File: src/rtl/tomasulo_pkg.sv
// Shared Tomasulo definitions: instruction field layout, reservation-station class
// select and the register status entry used by the rename table.
package tomasulo_pkg;

   localparam int OP_W      = 4;
   localparam int REG_AW    = 4;
   localparam int INSTR_W   = 16;
   localparam int TAG_MAX_W = 8;

   localparam int OP_MSB  = 15;
   localparam int OP_LSB  = 12;
   localparam int RD_MSB  = 11;
   localparam int RD_LSB  = 8;
   localparam int RS1_MSB = 7;
   localparam int RS1_LSB = 4;
   localparam int RS2_MSB = 3;
   localparam int RS2_LSB = 0;

   // Tag field is sized for the widest supported ROB; narrower tags are zero-extended.
   typedef struct packed {
      logic                 busy;
      logic [TAG_MAX_W-1:0] tag;
   } reg_stat_t;

   // Reservation-station group is op[sel_w:1]; op[0] selects a variant within a group.
   function automatic int unsigned rs_class(input logic [OP_W-1:0] op, input int unsigned sel_w);
      int unsigned mask;
      mask = (32'd1 << sel_w) - 32'd1;
      return (32'(op) >> 1) & mask;
   endfunction

endpackage

File: src/rtl/dispatch_unit_if.sv
// Fetch handshake plus ROB-allocate and reservation-station dispatch bus of the dispatch stage.
// master = fetch/ROB/RS side, slave = dispatch_unit.
interface dispatch_unit_if #(
   parameter int NUM_RS = 2,
   parameter int DATA_W = 8,
   parameter int TAG_W  = 2
);
   import tomasulo_pkg::*;

   logic                in_valid;
   logic [INSTR_W-1:0]  in_instr;
   logic                in_ready;

   logic                rob_alloc_ready;
   logic [TAG_W-1:0]    rob_alloc_tag;
   logic                rob_alloc_valid;
   logic [OP_W-1:0]     rob_alloc_op;
   logic [REG_AW-1:0]   rob_alloc_dest;

   logic [NUM_RS-1:0]   rs_ready;
   logic [NUM_RS-1:0]   rs_valid;
   logic [OP_W-1:0]     rs_op;
   logic [TAG_W-1:0]    rs_tag;
   logic                rs_v1;
   logic [TAG_W-1:0]    rs_q1;
   logic [DATA_W-1:0]   rs_val1;
   logic                rs_v2;
   logic [TAG_W-1:0]    rs_q2;
   logic [DATA_W-1:0]   rs_val2;

   modport master (
      output in_valid, in_instr, rob_alloc_ready, rob_alloc_tag, rs_ready,
      input  in_ready, rob_alloc_valid, rob_alloc_op, rob_alloc_dest,
             rs_valid, rs_op, rs_tag, rs_v1, rs_q1, rs_val1, rs_v2, rs_q2, rs_val2
   );

   modport slave (
      input  in_valid, in_instr, rob_alloc_ready, rob_alloc_tag, rs_ready,
      output in_ready, rob_alloc_valid, rob_alloc_op, rob_alloc_dest,
             rs_valid, rs_op, rs_tag, rs_v1, rs_q1, rs_val1, rs_v2, rs_q2, rs_val2
   );

endinterface

File: src/rtl/dispatch_unit_iq.sv
// dispatch_iq: circular instruction queue (power-of-2 depth) with push, pop and flush.
// Storage is not reset; only head/tail/count are.
module dispatch_iq #(
   parameter int DEPTH = 4,
   parameter int W     = 16
) (
   input  logic                       clk,
   input  logic                       rst_n,
   input  logic                       i_flush,
   input  logic                       i_push,
   input  logic                       i_pop,
   input  logic [W-1:0]               i_wdata,
   output logic [W-1:0]               o_rdata,
   output logic [$clog2(DEPTH):0]     o_count
);

   localparam int AW = $clog2(DEPTH);

   logic [W-1:0]  r_mem [DEPTH];
   logic [AW-1:0] r_head;
   logic [AW-1:0] r_tail;
   logic [AW:0]   r_count;

   // Pointers wrap naturally because DEPTH is a power of two.
   always_ff @(posedge clk or negedge rst_n) begin
      if (!rst_n) begin
         r_head  <= '0;
         r_tail  <= '0;
         r_count <= '0;
      end else if (i_flush) begin
         r_head  <= '0;
         r_tail  <= '0;
         r_count <= '0;
      end else begin
         if (i_push) r_tail <= r_tail + 1'b1;
         if (i_pop)  r_head <= r_head + 1'b1;
         case ({i_push, i_pop})
            2'b10:   r_count <= r_count + 1'b1;
            2'b01:   r_count <= r_count - 1'b1;
            default: r_count <= r_count;
         endcase
      end
   end

   always_ff @(posedge clk) begin
      if (i_push && !i_flush) r_mem[r_tail] <= i_wdata;
   end

   assign o_rdata = r_mem[r_head];
   assign o_count = r_count;

endmodule

File: src/rtl/dispatch_unit.sv
// dispatch_unit: in-order instruction queue, decode, register rename and operand resolution.
// Optional CDB-to-operand bypass at dispatch is enabled by defining DISPATCH_CDB_BYPASS_EN.
module dispatch_unit
   import tomasulo_pkg::*;
#(
   parameter int IQ_DEPTH = 4,
   parameter int NUM_RS   = 2,
   parameter int DATA_W   = 8,
   parameter int TAG_W    = 2,
   parameter int NREGS    = 16
) (
   input  logic                      clk,
   input  logic                      rst_n,
   input  logic                      flush,
   dispatch_unit_if.slave            bus,
   output logic [REG_AW-1:0]         rf_rd_addr1,
   output logic [REG_AW-1:0]         rf_rd_addr2,
   input  logic [DATA_W-1:0]         rf_rd_data1,
   input  logic [DATA_W-1:0]         rf_rd_data2,
   input  logic                      cdb_valid,
   input  logic [TAG_W-1:0]          cdb_tag,
   input  logic [DATA_W-1:0]         cdb_data,
   input  logic                      commit_valid,
   input  logic [REG_AW-1:0]         commit_dest,
   input  logic [TAG_W-1:0]          commit_tag,
   input  logic [DATA_W-1:0]         commit_data,
   output logic [$clog2(IQ_DEPTH):0] iq_count
);

   localparam int SEL_W = $clog2(NUM_RS);
   localparam int CNT_W = $clog2(IQ_DEPTH) + 1;

   typedef struct packed {
      logic              v;
      logic [TAG_W-1:0]  q;
      logic [DATA_W-1:0] val;
   } opnd_t;

   reg_stat_t          r_stat [NREGS];

   logic [INSTR_W-1:0] w_head;
   logic [CNT_W-1:0]   w_count;
   logic [OP_W-1:0]    w_op;
   logic [REG_AW-1:0]  w_rd;
   logic [REG_AW-1:0]  w_rs1;
   logic [REG_AW-1:0]  w_rs2;
   logic [SEL_W-1:0]   w_class;
   logic               w_in_ready;
   logic               w_push;
   logic               w_fire;
   logic [NUM_RS-1:0]  w_rs_valid;
   opnd_t              w_opnd1;
   opnd_t              w_opnd2;

   assign w_in_ready = (w_count != CNT_W'(IQ_DEPTH));
   assign w_push     = bus.in_valid && w_in_ready && !flush;

   dispatch_iq #(
      .DEPTH (IQ_DEPTH),
      .W     (INSTR_W)
   ) u_iq (
      .clk     (clk),
      .rst_n   (rst_n),
      .i_flush (flush),
      .i_push  (w_push),
      .i_pop   (w_fire),
      .i_wdata (bus.in_instr),
      .o_rdata (w_head),
      .o_count (w_count)
   );

   assign w_op    = w_head[OP_MSB:OP_LSB];
   assign w_rd    = w_head[RD_MSB:RD_LSB];
   assign w_rs1   = w_head[RS1_MSB:RS1_LSB];
   assign w_rs2   = w_head[RS2_MSB:RS2_LSB];
   assign w_class = SEL_W'(rs_class(w_op, SEL_W));

   assign w_fire = !flush && (w_count != '0) && bus.rob_alloc_ready && bus.rs_ready[w_class];

   always_comb begin
      w_rs_valid          = '0;
      w_rs_valid[w_class] = w_fire;
   end

   // Status is read before this cycle's rename, so rd==rs sees the older producer.
   function automatic opnd_t resolve(input logic [REG_AW-1:0] r, input logic [DATA_W-1:0] rf_data);
      opnd_t o;
      o.v   = 1'b0;
      o.q   = r_stat[r].tag[TAG_W-1:0];
      o.val = '0;
      if (!r_stat[r].busy) begin
         o.v   = 1'b1;
         o.val = rf_data;
      end else if (commit_valid && (commit_dest == r) &&
                   (TAG_MAX_W'(commit_tag) == r_stat[r].tag)) begin
         o.v   = 1'b1;
         o.val = commit_data;
      end
`ifdef DISPATCH_CDB_BYPASS_EN
      else if (cdb_valid && (TAG_MAX_W'(cdb_tag) == r_stat[r].tag)) begin
         o.v   = 1'b1;
         o.val = cdb_data;
      end
`endif
      return o;
   endfunction

`ifndef DISPATCH_CDB_BYPASS_EN
   // Without bypass the CDB is only snooped by the reservation stations.
   logic w_unused_cdb;
   assign w_unused_cdb = ^{cdb_valid, cdb_tag, cdb_data};
`endif

   always_comb begin
      w_opnd1 = resolve(w_rs1, rf_rd_data1);
      w_opnd2 = resolve(w_rs2, rf_rd_data2);
   end

   // A rename in the same cycle as a commit to that register must win, so it is written last.
   always_ff @(posedge clk or negedge rst_n) begin
      if (!rst_n) begin
         for (int i = 0; i < NREGS; i++) r_stat[i] <= '0;
      end else if (flush) begin
         for (int i = 0; i < NREGS; i++) r_stat[i].busy <= 1'b0;
      end else begin
         if (commit_valid && (r_stat[commit_dest].tag == TAG_MAX_W'(commit_tag)))
            r_stat[commit_dest].busy <= 1'b0;
         if (w_fire) begin
            r_stat[w_rd].busy <= 1'b1;
            r_stat[w_rd].tag  <= TAG_MAX_W'(bus.rob_alloc_tag);
         end
      end
   end

   assign bus.in_ready        = w_in_ready;
   assign bus.rob_alloc_valid = w_fire;
   assign bus.rob_alloc_op    = w_op;
   assign bus.rob_alloc_dest  = w_rd;
   assign bus.rs_valid        = w_rs_valid;
   assign bus.rs_op           = w_op;
   assign bus.rs_tag          = bus.rob_alloc_tag;
   assign bus.rs_v1           = w_opnd1.v;
   assign bus.rs_q1           = w_opnd1.q;
   assign bus.rs_val1         = w_opnd1.val;
   assign bus.rs_v2           = w_opnd2.v;
   assign bus.rs_q2           = w_opnd2.q;
   assign bus.rs_val2         = w_opnd2.val;

   assign rf_rd_addr1 = w_rs1;
   assign rf_rd_addr2 = w_rs2;
   assign iq_count    = w_count;

endmodule
File: src/flat_wrapper.sv
// flat-port wrapper written by rule: the top's interface ports become plain ports
module dispatch_unit_flat import tomasulo_pkg::*;
#(
   parameter int IQ_DEPTH = 4,
   parameter int NUM_RS   = 2,
   parameter int DATA_W   = 8,
   parameter int TAG_W    = 2,
   parameter int NREGS    = 16
)
  (clk, rst_n, flush, rf_rd_addr1, rf_rd_addr2, rf_rd_data1, rf_rd_data2, cdb_valid, cdb_tag, cdb_data, commit_valid, commit_dest, commit_tag, commit_data, iq_count, bus_in_valid, bus_in_instr, bus_rob_alloc_ready, bus_rob_alloc_tag, bus_rs_ready, bus_in_ready, bus_rob_alloc_valid, bus_rob_alloc_op, bus_rob_alloc_dest, bus_rs_valid, bus_rs_op, bus_rs_tag, bus_rs_v1, bus_rs_q1, bus_rs_val1, bus_rs_v2, bus_rs_q2, bus_rs_val2);
  dispatch_unit_if #(.NUM_RS(NUM_RS), .DATA_W(DATA_W), .TAG_W(TAG_W)) bus_i ();
  input  logic clk;
  input  logic rst_n;
  input  logic flush;
  output logic [REG_AW-1:0] rf_rd_addr1;
  output logic [REG_AW-1:0] rf_rd_addr2;
  input  logic [DATA_W-1:0] rf_rd_data1;
  input  logic [DATA_W-1:0] rf_rd_data2;
  input  logic cdb_valid;
  input  logic [TAG_W-1:0] cdb_tag;
  input  logic [DATA_W-1:0] cdb_data;
  input  logic commit_valid;
  input  logic [REG_AW-1:0] commit_dest;
  input  logic [TAG_W-1:0] commit_tag;
  input  logic [DATA_W-1:0] commit_data;
  output logic [$clog2(IQ_DEPTH):0] iq_count;
  input wire logic [$bits(bus_i.in_valid)-1:0] bus_in_valid;
  input wire logic [$bits(bus_i.in_instr)-1:0] bus_in_instr;
  input wire logic [$bits(bus_i.rob_alloc_ready)-1:0] bus_rob_alloc_ready;
  input wire logic [$bits(bus_i.rob_alloc_tag)-1:0] bus_rob_alloc_tag;
  input wire logic [$bits(bus_i.rs_ready)-1:0] bus_rs_ready;
  output wire logic [$bits(bus_i.in_ready)-1:0] bus_in_ready;
  output wire logic [$bits(bus_i.rob_alloc_valid)-1:0] bus_rob_alloc_valid;
  output wire logic [$bits(bus_i.rob_alloc_op)-1:0] bus_rob_alloc_op;
  output wire logic [$bits(bus_i.rob_alloc_dest)-1:0] bus_rob_alloc_dest;
  output wire logic [$bits(bus_i.rs_valid)-1:0] bus_rs_valid;
  output wire logic [$bits(bus_i.rs_op)-1:0] bus_rs_op;
  output wire logic [$bits(bus_i.rs_tag)-1:0] bus_rs_tag;
  output wire logic [$bits(bus_i.rs_v1)-1:0] bus_rs_v1;
  output wire logic [$bits(bus_i.rs_q1)-1:0] bus_rs_q1;
  output wire logic [$bits(bus_i.rs_val1)-1:0] bus_rs_val1;
  output wire logic [$bits(bus_i.rs_v2)-1:0] bus_rs_v2;
  output wire logic [$bits(bus_i.rs_q2)-1:0] bus_rs_q2;
  output wire logic [$bits(bus_i.rs_val2)-1:0] bus_rs_val2;
  assign bus_i.in_valid = bus_in_valid;
  assign bus_i.in_instr = bus_in_instr;
  assign bus_i.rob_alloc_ready = bus_rob_alloc_ready;
  assign bus_i.rob_alloc_tag = bus_rob_alloc_tag;
  assign bus_i.rs_ready = bus_rs_ready;
  assign bus_in_ready = bus_i.in_ready;
  assign bus_rob_alloc_valid = bus_i.rob_alloc_valid;
  assign bus_rob_alloc_op = bus_i.rob_alloc_op;
  assign bus_rob_alloc_dest = bus_i.rob_alloc_dest;
  assign bus_rs_valid = bus_i.rs_valid;
  assign bus_rs_op = bus_i.rs_op;
  assign bus_rs_tag = bus_i.rs_tag;
  assign bus_rs_v1 = bus_i.rs_v1;
  assign bus_rs_q1 = bus_i.rs_q1;
  assign bus_rs_val1 = bus_i.rs_val1;
  assign bus_rs_v2 = bus_i.rs_v2;
  assign bus_rs_q2 = bus_i.rs_q2;
  assign bus_rs_val2 = bus_i.rs_val2;
  dispatch_unit #(.IQ_DEPTH(IQ_DEPTH), .NUM_RS(NUM_RS), .DATA_W(DATA_W), .TAG_W(TAG_W), .NREGS(NREGS)) u_core (.clk(clk), .rst_n(rst_n), .flush(flush), .bus(bus_i), .rf_rd_addr1(rf_rd_addr1), .rf_rd_addr2(rf_rd_addr2), .rf_rd_data1(rf_rd_data1), .rf_rd_data2(rf_rd_data2), .cdb_valid(cdb_valid), .cdb_tag(cdb_tag), .cdb_data(cdb_data), .commit_valid(commit_valid), .commit_dest(commit_dest), .commit_tag(commit_tag), .commit_data(commit_data), .iq_count(iq_count));
endmodule
File: config.mk
export PLATFORM = sky130hd
export DESIGN_NAME = dispatch_unit_flat
export DESIGN_NICKNAME = d
export VERILOG_FILES = /design/src/rtl/tomasulo_pkg.sv /design/src/rtl/dispatch_unit_if.sv /design/src/rtl/dispatch_unit_iq.sv /design/src/rtl/dispatch_unit.sv /design/src/flat_wrapper.sv
export SDC_FILE = /design/constraint.sdc
export NUM_CORES = 1
export LEC_CHECK = 0
export BUFFER_PORTS_ARGS = -buffer_cell sky130_fd_sc_hd__buf_2
export CORE_MARGIN = 4
export CORE_UTILIZATION = 40
export DETAILED_ROUTE_END_ITERATION = 12
export GPL_TIMING_DRIVEN = 0
export PLACE_DENSITY_LB_ADDON = 0.08
export SLEW_MARGIN = 5
export SYNTH_ARGS = -nofsm -noshare
export SYNTH_HDL_FRONTEND = slang
export SYNTH_HIERARCHICAL = 1
export SYNTH_SLANG_ARGS = --single-unit
File: constraint.sdc
create_clock -name clk -period 2.7 [get_ports clk]
set_input_delay 0.27 -clock clk [delete_from_list [all_inputs] [get_ports clk]]
set_output_delay 0.27 -clock clk [all_outputs]
set_load 0.005 [all_outputs]
==> impl_metrics.ini, run 1 <==
[hold_path]
hold_class = in -> reg

[floorplanning]
chipWidth_um = 135
rows = 46
core_area_mm2 = 0.0159
die_area_mm2 = 0.0183
die_y_um = 135
num_io_pins = 118
initial_core_util = 0.407

[critical_path]
end_kind = output pin
crit_type = reg -> out
cp_max_fo = 6
slowest_delay_ns = 0.54
cp.required_ns = 2.43
path_buf_inv = 4
r2r_cells = 9
crit_arrival_ns = 3.40
r2r_start = u_core/u_iq/r_head[0]$_DFFE_PN0P_
path_cells = buf_8 > buf_6 > mux4_2 > buf_12 > mux4_2 > mux4_2 > xnor2_4 > nand3_4 > o22ai_2 > buf_2
timing.critical_path.to = bus_rs_val2[0]
path_common_cell = mux4_2
crit-reg2reg-capture = u_core/r_stat[136]$_DFFE_PN0P_
reg2reg_slack_ns = -0.24
crit_cells = 10
crit_slowest_cell = mux4_2
critPathTopFamily = multiplexers
crit_path_start_kind = flop
critPathLaunch = u_core/u_iq/r_head[0]$_DFFE_PN0P_

[timing]
fin_crit_ns = 3.67
setup_viol = 57
max_freq_ghz = 0.272
worst_pin_slew_ns = 0.919
fin_crit_sh = 1.36
slew_headroom = 0.387
rsz0062_at_grt = yes
fin_ws_ns = -0.970
fin_skew_ns = 0.0102
hold_ws_ns = 0.0666
hold_violations = 0
maxSlewViolCount = 0

[global_routing]
grt_max_degree = 56
grt_first_pass_wirelength_um = 27700
grt.total_usage = 0.202
use_met3 = 0.0481
grt_antenna_before_repair = 0
first_global_vias = 4953
grt.busiest_layer = met2
met1_usage = 0.253
use_met2 = 0.345
grt_overflow = 0

[clock_tree]
tritoncts = built
cts_sinks = 119
cts_buffer_depth = 2
cts.clk_slew.worst_paths_ns = 0.06
cts_buffers = 17
root_buffer = clkbuf_16
clk_latency_ns = 0.42
htree_levels = 4

[layout]
multiInputGateArea_mm2 = 0.00335
layout-drive-gt1-share = 0.516
nets = 691
area_delta_synth_final_pct = 35.8
final_common_cell = buf_2
fillerInstances = 1342
final_cell_mix = 103 x buf_2, 64 x edfxtp_1, 55 x dfrtp_1
stdcell_area_mm2 = 0.00877
diodes = 0
area.sequential_mm2 = 0.00330

[job]
max_cap_violations = 0

[power]
finalPower_uw = 4740
p_per_area_mw_per_mm2 = 540
leakage_uw = 0.00368
vdd.ir_drop.worst_mv = 0.469

[logic_synthesis]
ys_ff_latch = 119
ys.flop_type = edfxtp_1
syn_inst = 456
seq_area_frac_synth = 0.510
synthesis.nets = 528
syn_area_per_cell_um2 = 14.2
synthArstFlopShare = 0.462
ys_types = 43
synth_edf_count = 64
syn-cell-area_mm2 = 0.00646
yosys_warnings = 6

[routing]
via_count = 4670
vias_per_cell = 5.51
drt-total-wl_um = 18100
wl_per_cell_um = 21.3
drtIter0Drc = 280
ant_nets = 0
drtPass1Iterations = 4
drc = 0

[placed_design]
gp_congestion = 0.831
port_buffers = 102
dp_hpwl_um = 11800
dpl_cell_area_mm2 = 0.00729

[run_status]
outcome = finished with violations
violations = setup timing
cell usage after synthesis, types with 3 or more instances:
master / number / area [um^2]
buf_2: 8 / 40.0
nor2b_1: 7 / 43.8
ha_1: 4 / 50.1
nand3b_1: 3 / 22.5
edfxtp_1: 64 / 1920
xnor2_1: 9 / 78.8
nor3b_1: 3 / 22.5
o21ai_0: 5 / 25.0
mux2_1: 13 / 146
nand2_1: 48 / 180
clkbuf_1: 13 / 48.8
a22oi_1: 6 / 45.0
and2_1: 7 / 43.8
dfrtp_1: 55 / 1380
xor2_1: 8 / 70.1
mux2_2: 19 / 214
buf_4: 6 / 45.0
mux4_1: 24 / 631
o21ai_1: 5 / 25.0
buf_6: 5 / 56.3
nor4_1: 3 / 18.8
o22ai_1: 16 / 100
and3_1: 3 / 18.8
nor3_1: 4 / 20.0
o311ai_1: 11 / 96.3
nor2_1: 18 / 67.6
mux2i_1: 26 / 260
inv_1: 20 / 75.1
nand3_1: 5 / 25.0
mux4_2: 20 / 450
stage by stage:
stage	utilization	worst slack [ns]	TNS, ns	instances
final	0.552	-0.970	-22.32	848
after global routing	0.552	-1.10	-28.87	848
after CTS	0.543	-1.01	-24.86	844
after detailed placement	0.459	-0.985	-40.63	774
after global placement	0.459	-0.988	-35.71	774
after floorplan	-	-0.300	-6.69	456
area by class of cell:
class                      instances  share of cell area
clock inverter                    14              0.0177
timing repair buffer             144               0.106
tap                              216              0.0308
clock buffer                      18              0.0489
multi-input combinational        286               0.381
sequential                       119               0.376
inverter                          20             0.00856
buffer                            31              0.0311
worst min path at each step:
stage	end	start	cells after the start
2_1_floorplan	u_core/r_stat[0]$_DFFE_PN0P_	rst_n	0
3_3_place_gp	u_core/u_iq/r_mem[2][15]$_DFFE_PP_	bus_in_instr[15]	1
3_5_place_dp	u_core/u_iq/r_mem[1][15]$_DFFE_PP_	bus_in_instr[15]	1
4_1_cts	u_core/u_iq/r_mem[1][3]$_DFFE_PP_	bus_in_instr[3]	1
5_1_grt	u_core/u_iq/r_mem[0][13]$_DFFE_PP_	bus_in_instr[13]	1
6_report	u_core/u_iq/r_mem[2][3]$_DFFE_PP_	bus_in_instr[3]	1
registers in the layout (all words and copies together), names as in the netlist:
| name | cells |
|---|---|
| u_core/u_iq/r_head | 2 |
| u_core/r_stat | 48 |
| u_core/u_iq/r_tail | 2 |
| u_core/u_iq/r_mem | 64 |
| u_core/u_iq/o_count | 3 |
worst reg2reg max path, cell delays in order, from the launching register on:
cell     delay (ns)
dfrtp_1        0.35
buf_8          0.12
buf_4          0.13
mux4_2         0.56
mux2i_4        0.23
nor4b_4        0.20
buf_4          0.18
or3b_4         0.49
nor2b_4        0.25
mux2_4         0.32
cells by family (layout without fill, tap and decap cells):
| family | after synthesis | after routing | synth area share |
|---|---|---|---|
| buf+inv | 53 | 227 | 0.0441 |
| compound gates | 48 | 48 | 0.0513 |
| simple gates | 110 | 112 | 0.0920 |
| xor+xnor | 19 | 19 | 0.0281 |
| fa+ha+maj | 5 | 5 | 0.0108 |
| flops | 119 | 119 | 0.510 |
| mux | 102 | 102 | 0.263 |
what timing repair did:
item,CTS,global route
resized for setup,121,20
pin swaps,26,5
setup buffers,39,4
gates cloned,2,0
endpoints found under the hold margin,0,55
endpoints found under the setup margin,70,73
hold buffers,0,1
layer usage:
layer,share of wire,up-vias
li1,-,2094
met2,0.50,200
met5,0,-
met1,0.41,2346
met3,0.072,30
met4,0.018,0
report_power, final:
group / leakage (uW) / internal, uW / total [uW] / switching [uW]
clock: 0.000268 / 1360 / 2190 / 826
sequential: 0.00134 / 1960 / 1990 / 33.5
combinational: 0.00207 / 266 / 558 / 292
No activity file was read; power rests on OpenSTA's default activity.
==> inputs of run 2 (changes only) <==
Settings changed: SYNTH_HIERARCHICAL 1 to unset.
==> run 2 against run 1 <==
Compared with the run above:
- the flow still finishes with violations (setup timing)
- hold slack improved by 0.0054 ns
- setup slack gained 0.024 ns
- count of clock-buffer cells in the layout increased by 3
- critical endpoint is now bus_rs_val1[6]
==> impl_metrics.ini, run 2 <==
[global_routing]
grt_max_degree = 56
grt_overflow = 0
grt_antenna_before_repair = 0
first_global_vias = 4983
grt.total_usage = 0.200
grt_first_pass_wirelength_um = 27600

[timing]
fin_crit_sh = 1.35
fin_ws_ns = -0.946
slew_headroom = 0.408
fin_skew_ns = 0.0113
fin_crit_ns = 3.65
worst_pin_slew_ns = 0.888
hold_violations = 0
rsz0062_at_grt = yes
maxSlewViolCount = 0
max_freq_ghz = 0.274
setup_viol = 53

[routing]
vias_per_cell = 5.51
drc = 0
drtIter0Drc = 323
ant_nets = 0
via_count = 4902
drt-total-wl_um = 18400
drtPass1Iterations = 5
wl_per_cell_um = 20.7

[logic_synthesis]
synth_top_family_by_area = multiplexers
synth_edf_count = 64
seq_area_frac_synth = 0.506
ys.flop_type = edfxtp_1
netlist.area_leader.share = 0.295
ys_ff_latch = 119
synth_top_cell_by_area = edfxtp_1
syn_area_per_cell_um2 = 13.0
synth_simple_gate_area_frac = 0.0936
synthTopCellsByArea = edfxtp_1 29%, dfrtp_1 21%, mux4_2 11%
yosysMostFrequentCell = edfxtp_1
syn-cell-area_mm2 = 0.00652
synthesis.nets = 572
synthAdderAreaFrac = 0.0107
synthArstFlopShare = 0.462
synthMuxAreaShare = 0.239
yosys_warnings = 0
ys_types = 51
yosys-top-cells-count = 64 x edfxtp_1, 55 x dfrtp_1, 53 x nand2_1, 42 x mux2i_1, 35 x mux2_2
synth_compound_area_frac = 0.0894
synth_xor_xnor_area_share = 0.0201
syn_inst = 500

[clock_tree]
cts_buffer_depth = 2
cts.clk_slew.worst_paths_ns = 0.06
htree_levels = 4
root_buffer = clkbuf_16
cts_sinks = 119
tritoncts = built
cts_buffers = 17
clk_latency_ns = 0.41

[floorplanning]
rows = 46
die_y_um = 136
die_area_mm2 = 0.0184
initial_core_util = 0.409
core_area_mm2 = 0.0159
chipWidth_um = 136
num_io_pins = 118

[critical_path]
crit_type = reg -> out
cp.required_ns = 2.43
crit_arrival_ns = 3.38
cp_max_fo = 9
crit_path_start_kind = flop
end_kind = output pin

[job]
max_cap_violations = 0

[power]
vdd.ir_drop.worst_mv = 0.498
p_per_area_mw_per_mm2 = 590
finalPower_uw = 5240
leakage_uw = 0.00375

[layout]
largest_reg_flops = 64
final_cell_mix = 104 x buf_2, 64 x edfxtp_1, 54 x dfrtp_1
top_register = u_core.u_iq.r_mem
fillerInstances = 1342
area_delta_synth_final_pct = 36.2
nets = 733
diodes = 0
layout-drive-gt1-share = 0.518
final_common_cell = buf_2

[run_status]
outcome = finished with violations
violations = setup timing

[placed_design]
place_ws_ns = -0.900
dp_hpwl_um = 12800
port_buffers = 104
gp_congestion = 0.837

[hold_path]
hold_class = in -> reg
## run 2: where the power goes
part	total (uW)	switching [uW]	leakage [uW]	internal [uW]
logic	807	422	0.00211	385
registers	2050	58.6	0.00134	2000
clock network	2380	759	0.000298	1620
## run 2: cell families after synthesis
logic type | count (synthesis)
xor+xnor | 15
flops | 119
buf+inv | 51
mux | 110
simple gates | 126
fa+ha+maj | 5
compound gates | 74
## run 2: metal layers
layer  vias to the layer above  track usage  share of wire
met5                         -            0              0
li1                       2243            -              -
met2                       177        0.339           0.51
met3                        24       0.0357          0.056
met1                      2458        0.262           0.42
met4                         0       0.0644          0.017
## run 2: layout make-up
type / instances / area [um^2] / area share
well taps: 216 / 270 / 0.0304
inverters: 15 / 56.3 / 0.00634
flip-flops and latches: 119 / 3300 / 0.371
repair buffers: 143 / 885 / 0.0996
clock inverters: 11 / 179 / 0.0201
clock buffers: 21 / 440 / 0.0496
multi-input cells: 330 / 3430 / 0.386
plain buffers: 35 / 327 / 0.0368
## run 2: critical path, cell delays in order (launching register included)
cell and delay [ns]:
dfrtp_2 0.39, buf_12 0.12, mux4_2 0.57, buf_12 0.18, mux2i_2 0.16, o22ai_2 0.25, nor3_2 0.07, or4b_1 0.50
a22o_1 0.25, buf_6 0.15, o31ai_2 0.17, buf_2 0.15
## run 2: worst paths after layout
check,cells past startpoint,slack [ns],from,endpoint
worst max-delay path,11,-0.95,u_core.u_iq.r_head[0]$_DFFE_PN0P_,bus_rs_val1[6]
max in group asynchronous,2,1.66,rst_n,u_core.u_iq.r_head[0]$_DFFE_PN0P_
worst max register to register,13,-0.11,u_core.u_iq.r_head[0]$_DFFE_PN0P_,u_core.u_iq.o_count[2]$_DFFE_PN0P_
min in group asynchronous,2,0.48,rst_n,u_core.r_stat[127]$_DFFE_PN0P_
worst min-delay path,1,0.07,bus_in_instr[8],u_core.u_iq.r_mem[1][8]$_DFFE_PP_
worst min register to register,1,0.57,u_core.r_stat[44]$_DFF_PN0_,u_core.r_stat[44]$_DFF_PN0_
## run 2: timing repair
| item | 4_1_cts | 5_1_grt |
|---|---|---|
| pin swaps | 6 | 6 |
| hold buffers | 0 | 1 |
| buffers inserted | 19 | 17 |
| endpoints found under the setup margin | 71 | 59 |
| hold endpoints to repair | 0 | 21 |
| gates cloned | 1 | 2 |
| gates resized for setup | 65 | 89 |
## run 2: stage by stage
| stage | cell area [um^2] | hold WS [ns] | TNS, ns | util | cells |
|---|---|---|---|---|---|
| 2_1_floorplan | 6530 | -0.0256 | -2.32 | - | 500 |
| 3_3_place_gp | 7320 | 0.478 | -32.89 | 0.459 | 820 |
| 3_5_place_dp | 7320 | 0.489 | -33.28 | 0.459 | 820 |
| 4_1_cts | 8340 | 0.0570 | -16.89 | 0.523 | 871 |
| 5_1_grt | 8880 | 0.0679 | -24.06 | 0.557 | 890 |
| 6_report | 8880 | 0.0720 | -17.97 | 0.557 | 890 |
==> inputs of run 3 (changes only) <==
Settings changed: MAX_ROUTING_LAYER set to met4, REMOVE_ABC_BUFFERS set to 1.
==> run 3 against run 2 <==
Compared with the run above:
- the flow still finishes with violations (setup timing)
- design area decreased by 4.2%
- sequential power barely moved
- final cell count is 2.6% lower
- first-iteration DRC count shrank 28%
- combinational power shrank 6.9%
- flip-flop and latch count did not move
- global-route usage up 1.8 points
- die area unchanged
- clock power is 3% lower
- sequential share of layout area increased by 1.7 points
- highest routed layer unchanged
==> impl_metrics.ini, run 3 (synthesized netlist as in run 2, its figures left out) <==
[run_status]
outcome = finished with violations
violations = setup timing

[timing]
max_freq_ghz = 0.274
fin_skew_ns = 0.00502
hold_violations = 0
maxSlewViolCount = 0
rsz0062_at_grt = yes
fin_ws_ns = -0.953
setup_viol = 40
fin_crit_sh = 1.35
hold_ws_ns = 0.0662
fin_tns_setup_ns = -18.83
fin_crit_ns = 3.65
slew_headroom = 0.398
worst_pin_slew_ns = 0.902

[power]
power_frac_seq = 0.401
vdd.ir_drop.worst_mv = 0.418
p_per_area_mw_per_mm2 = 602
p_int_uw = 3810
combPwrFrac = 0.146
p_sw_uw = 1320
power_frac_clock = 0.452
leakage_uw = 0.00347
power.share.switching = 0.257

[routing]
drt-total-wl_um = 19000
drtIter0Drc = 231
via_count = 4959
drtPass1Iterations = 4
ant_nets = 0
drc = 0
vias_per_cell = 5.72
wl_per_cell_um = 21.9

[clock_tree]
cts_buffers = 17
cts_sinks = 119
cts_buffer_depth = 2
cts.clk_slew.worst_paths_ns = 0.06
root_buffer = clkbuf_16
htree_levels = 4
clk_latency_ns = 0.41
tritoncts = built

[global_routing]
grt_first_pass_wirelength_um = 28800
use_met3 = 0.0542
grt.total_usage = 0.218
first_global_vias = 5000
met1_usage = 0.269
grt_overflow = 0
use_met2 = 0.338
grt.busiest_layer = met2
grt_max_degree = 56
grt_antenna_before_repair = 0

[hold_path]
hp-start = bus_in_instr[15]
hold_class = in -> reg
hold_end = u_core.u_iq.r_mem[2][15]$_DFFE_PP_
holdPathStages = 1

[critical_path]
end_kind = output pin
reg2reg_slack_ns = -0.32
crit_slowest_cell = mux4_2
crit_type = reg -> out
cp.required_ns = 2.43
r2r_cells = 12
cp_max_fo = 14
path_cells = buf_4 > mux4_2 > buf_12 > or2_2 > o22ai_2 > nor2_2 > nand4b_1 > a32o_2 > o31ai_1 > buf_2
crit_arrival_ns = 3.38
crit_path_start_kind = flop
slowest_delay_ns = 0.52
r2r_start = u_core.u_iq.r_head[0]$_DFFE_PN0P_
crit-reg2reg-capture = u_core.u_iq.o_count[2]$_DFFE_PN0P_

[floorplanning]
rows = 46
die_y_um = 136
initial_core_util = 0.409
num_io_pins = 118
die_area_mm2 = 0.0184
core_area_mm2 = 0.0159
chipWidth_um = 136

[layout]
largest_reg_flops = 64
top_register = u_core.u_iq.r_mem
stdcell_area_mm2 = 0.00852
final_common_cell = buf_2
final_cell_mix = 105 x buf_2, 64 x edfxtp_1, 53 x dfrtp_1
nets = 710
fin_util = 0.534
diodes = 0
layout-drive-gt1-share = 0.496
area_delta_synth_final_pct = 30.6

[placed_design]
gp_congestion = 0.879
dpl_cell_area_mm2 = 0.00711
dp_hpwl_um = 11700
port_buffers = 106

[job]
max_cap_violations = 0
[run 3: cell count changes in the layout (fill, tap and decap cells not counted), moves of 6 or more]
cell | before | now
buf_6 | 11 | 2
clkbuf_1 | 12 | 0
nand2_1 | 36 | 43
nand2_4 | 7 | 1
o31ai_1 | 1 | 9
[run 3: metal layers]
| layer | part of all wire | vias up |
|---|---|---|
| met4 | 0.037 | 0 |
| met5 | 0 | - |
| met3 | 0.066 | 44 |
| met2 | 0.47 | 210 |
| li1 | - | 2215 |
| met1 | 0.43 | 2490 |
[run 3: cell type report]
cell class / instances / area (um^2)
sequential: 119 / 3310
tap: 216 / 270
multi-input combinational: 335 / 3320
timing repair buffer: 150 / 948
clock buffer: 17 / 425
fill: 1363 / 7430
clock inverter: 15 / 193
inverter: 15 / 56.3
[run 3: critical path, delay by kind of cell (launching register included)]
family	cells	cell delay [ns]
compound gates	3	0.80
mux	1	0.52
simple gates	3	0.65
flops	1	0.48
buf+inv	3	0.50
[run 3: power groups by stage]
| stage | clock, uW | sequential, uW | combinational [uW] |
|---|---|---|---|
| 2_1_floorplan | 0 | 2070 | 357 |
| 3_3_place_gp | 0 | 2090 | 590 |
| 3_5_place_dp | 0 | 2090 | 601 |
| 4_1_cts | 2370 | 2050 | 715 |
| 5_1_grt | 2460 | 2070 | 813 |
| 6_report | 2320 | 2060 | 751 |
[run 3: stage by stage]
step                      std cells  setup WS (ns)  total power, uW
after global placement          786          -1.66             2680
after floorplan                 464         -0.854             2430
final                           867         -0.953             5130
after CTS                       858         -0.961             5140
after detailed placement        786          -1.69             2690
after global routing            867          -1.06             5340
[run 3: worst max path at each step]
stage	from	end	slack [ns]	depth (start not counted)
after CTS	u_core.u_iq.r_head[0]$_DFFE_PN0P_	bus_rs_val1[5]	-0.96	9
after global routing	u_core.u_iq.r_head[0]$_DFFE_PN0P_	bus_rs_val2[5]	-1.06	10
after floorplan	u_core.u_iq.r_head[0]$_DFFE_PN0P_	bus_rs_val1[0]	-0.85	7
after detailed placement	u_core.u_iq.r_head[0]$_DFFE_PN0P_	bus_rs_val1[5]	-1.69	8
after global placement	u_core.u_iq.r_head[0]$_DFFE_PN0P_	bus_rs_val1[0]	-1.66	8
final	u_core.u_iq.r_head[0]$_DFFE_PN0P_	bus_rs_val2[5]	-0.95	10
[run 3: what timing repair did]
item	CTS	global route
pin swaps	6	4
gates cloned	5	0
hold buffers	0	1
hold endpoints to repair	0	55
setup buffers	35	8
setup endpoints to repair	87	71
gates resized for setup	50	27
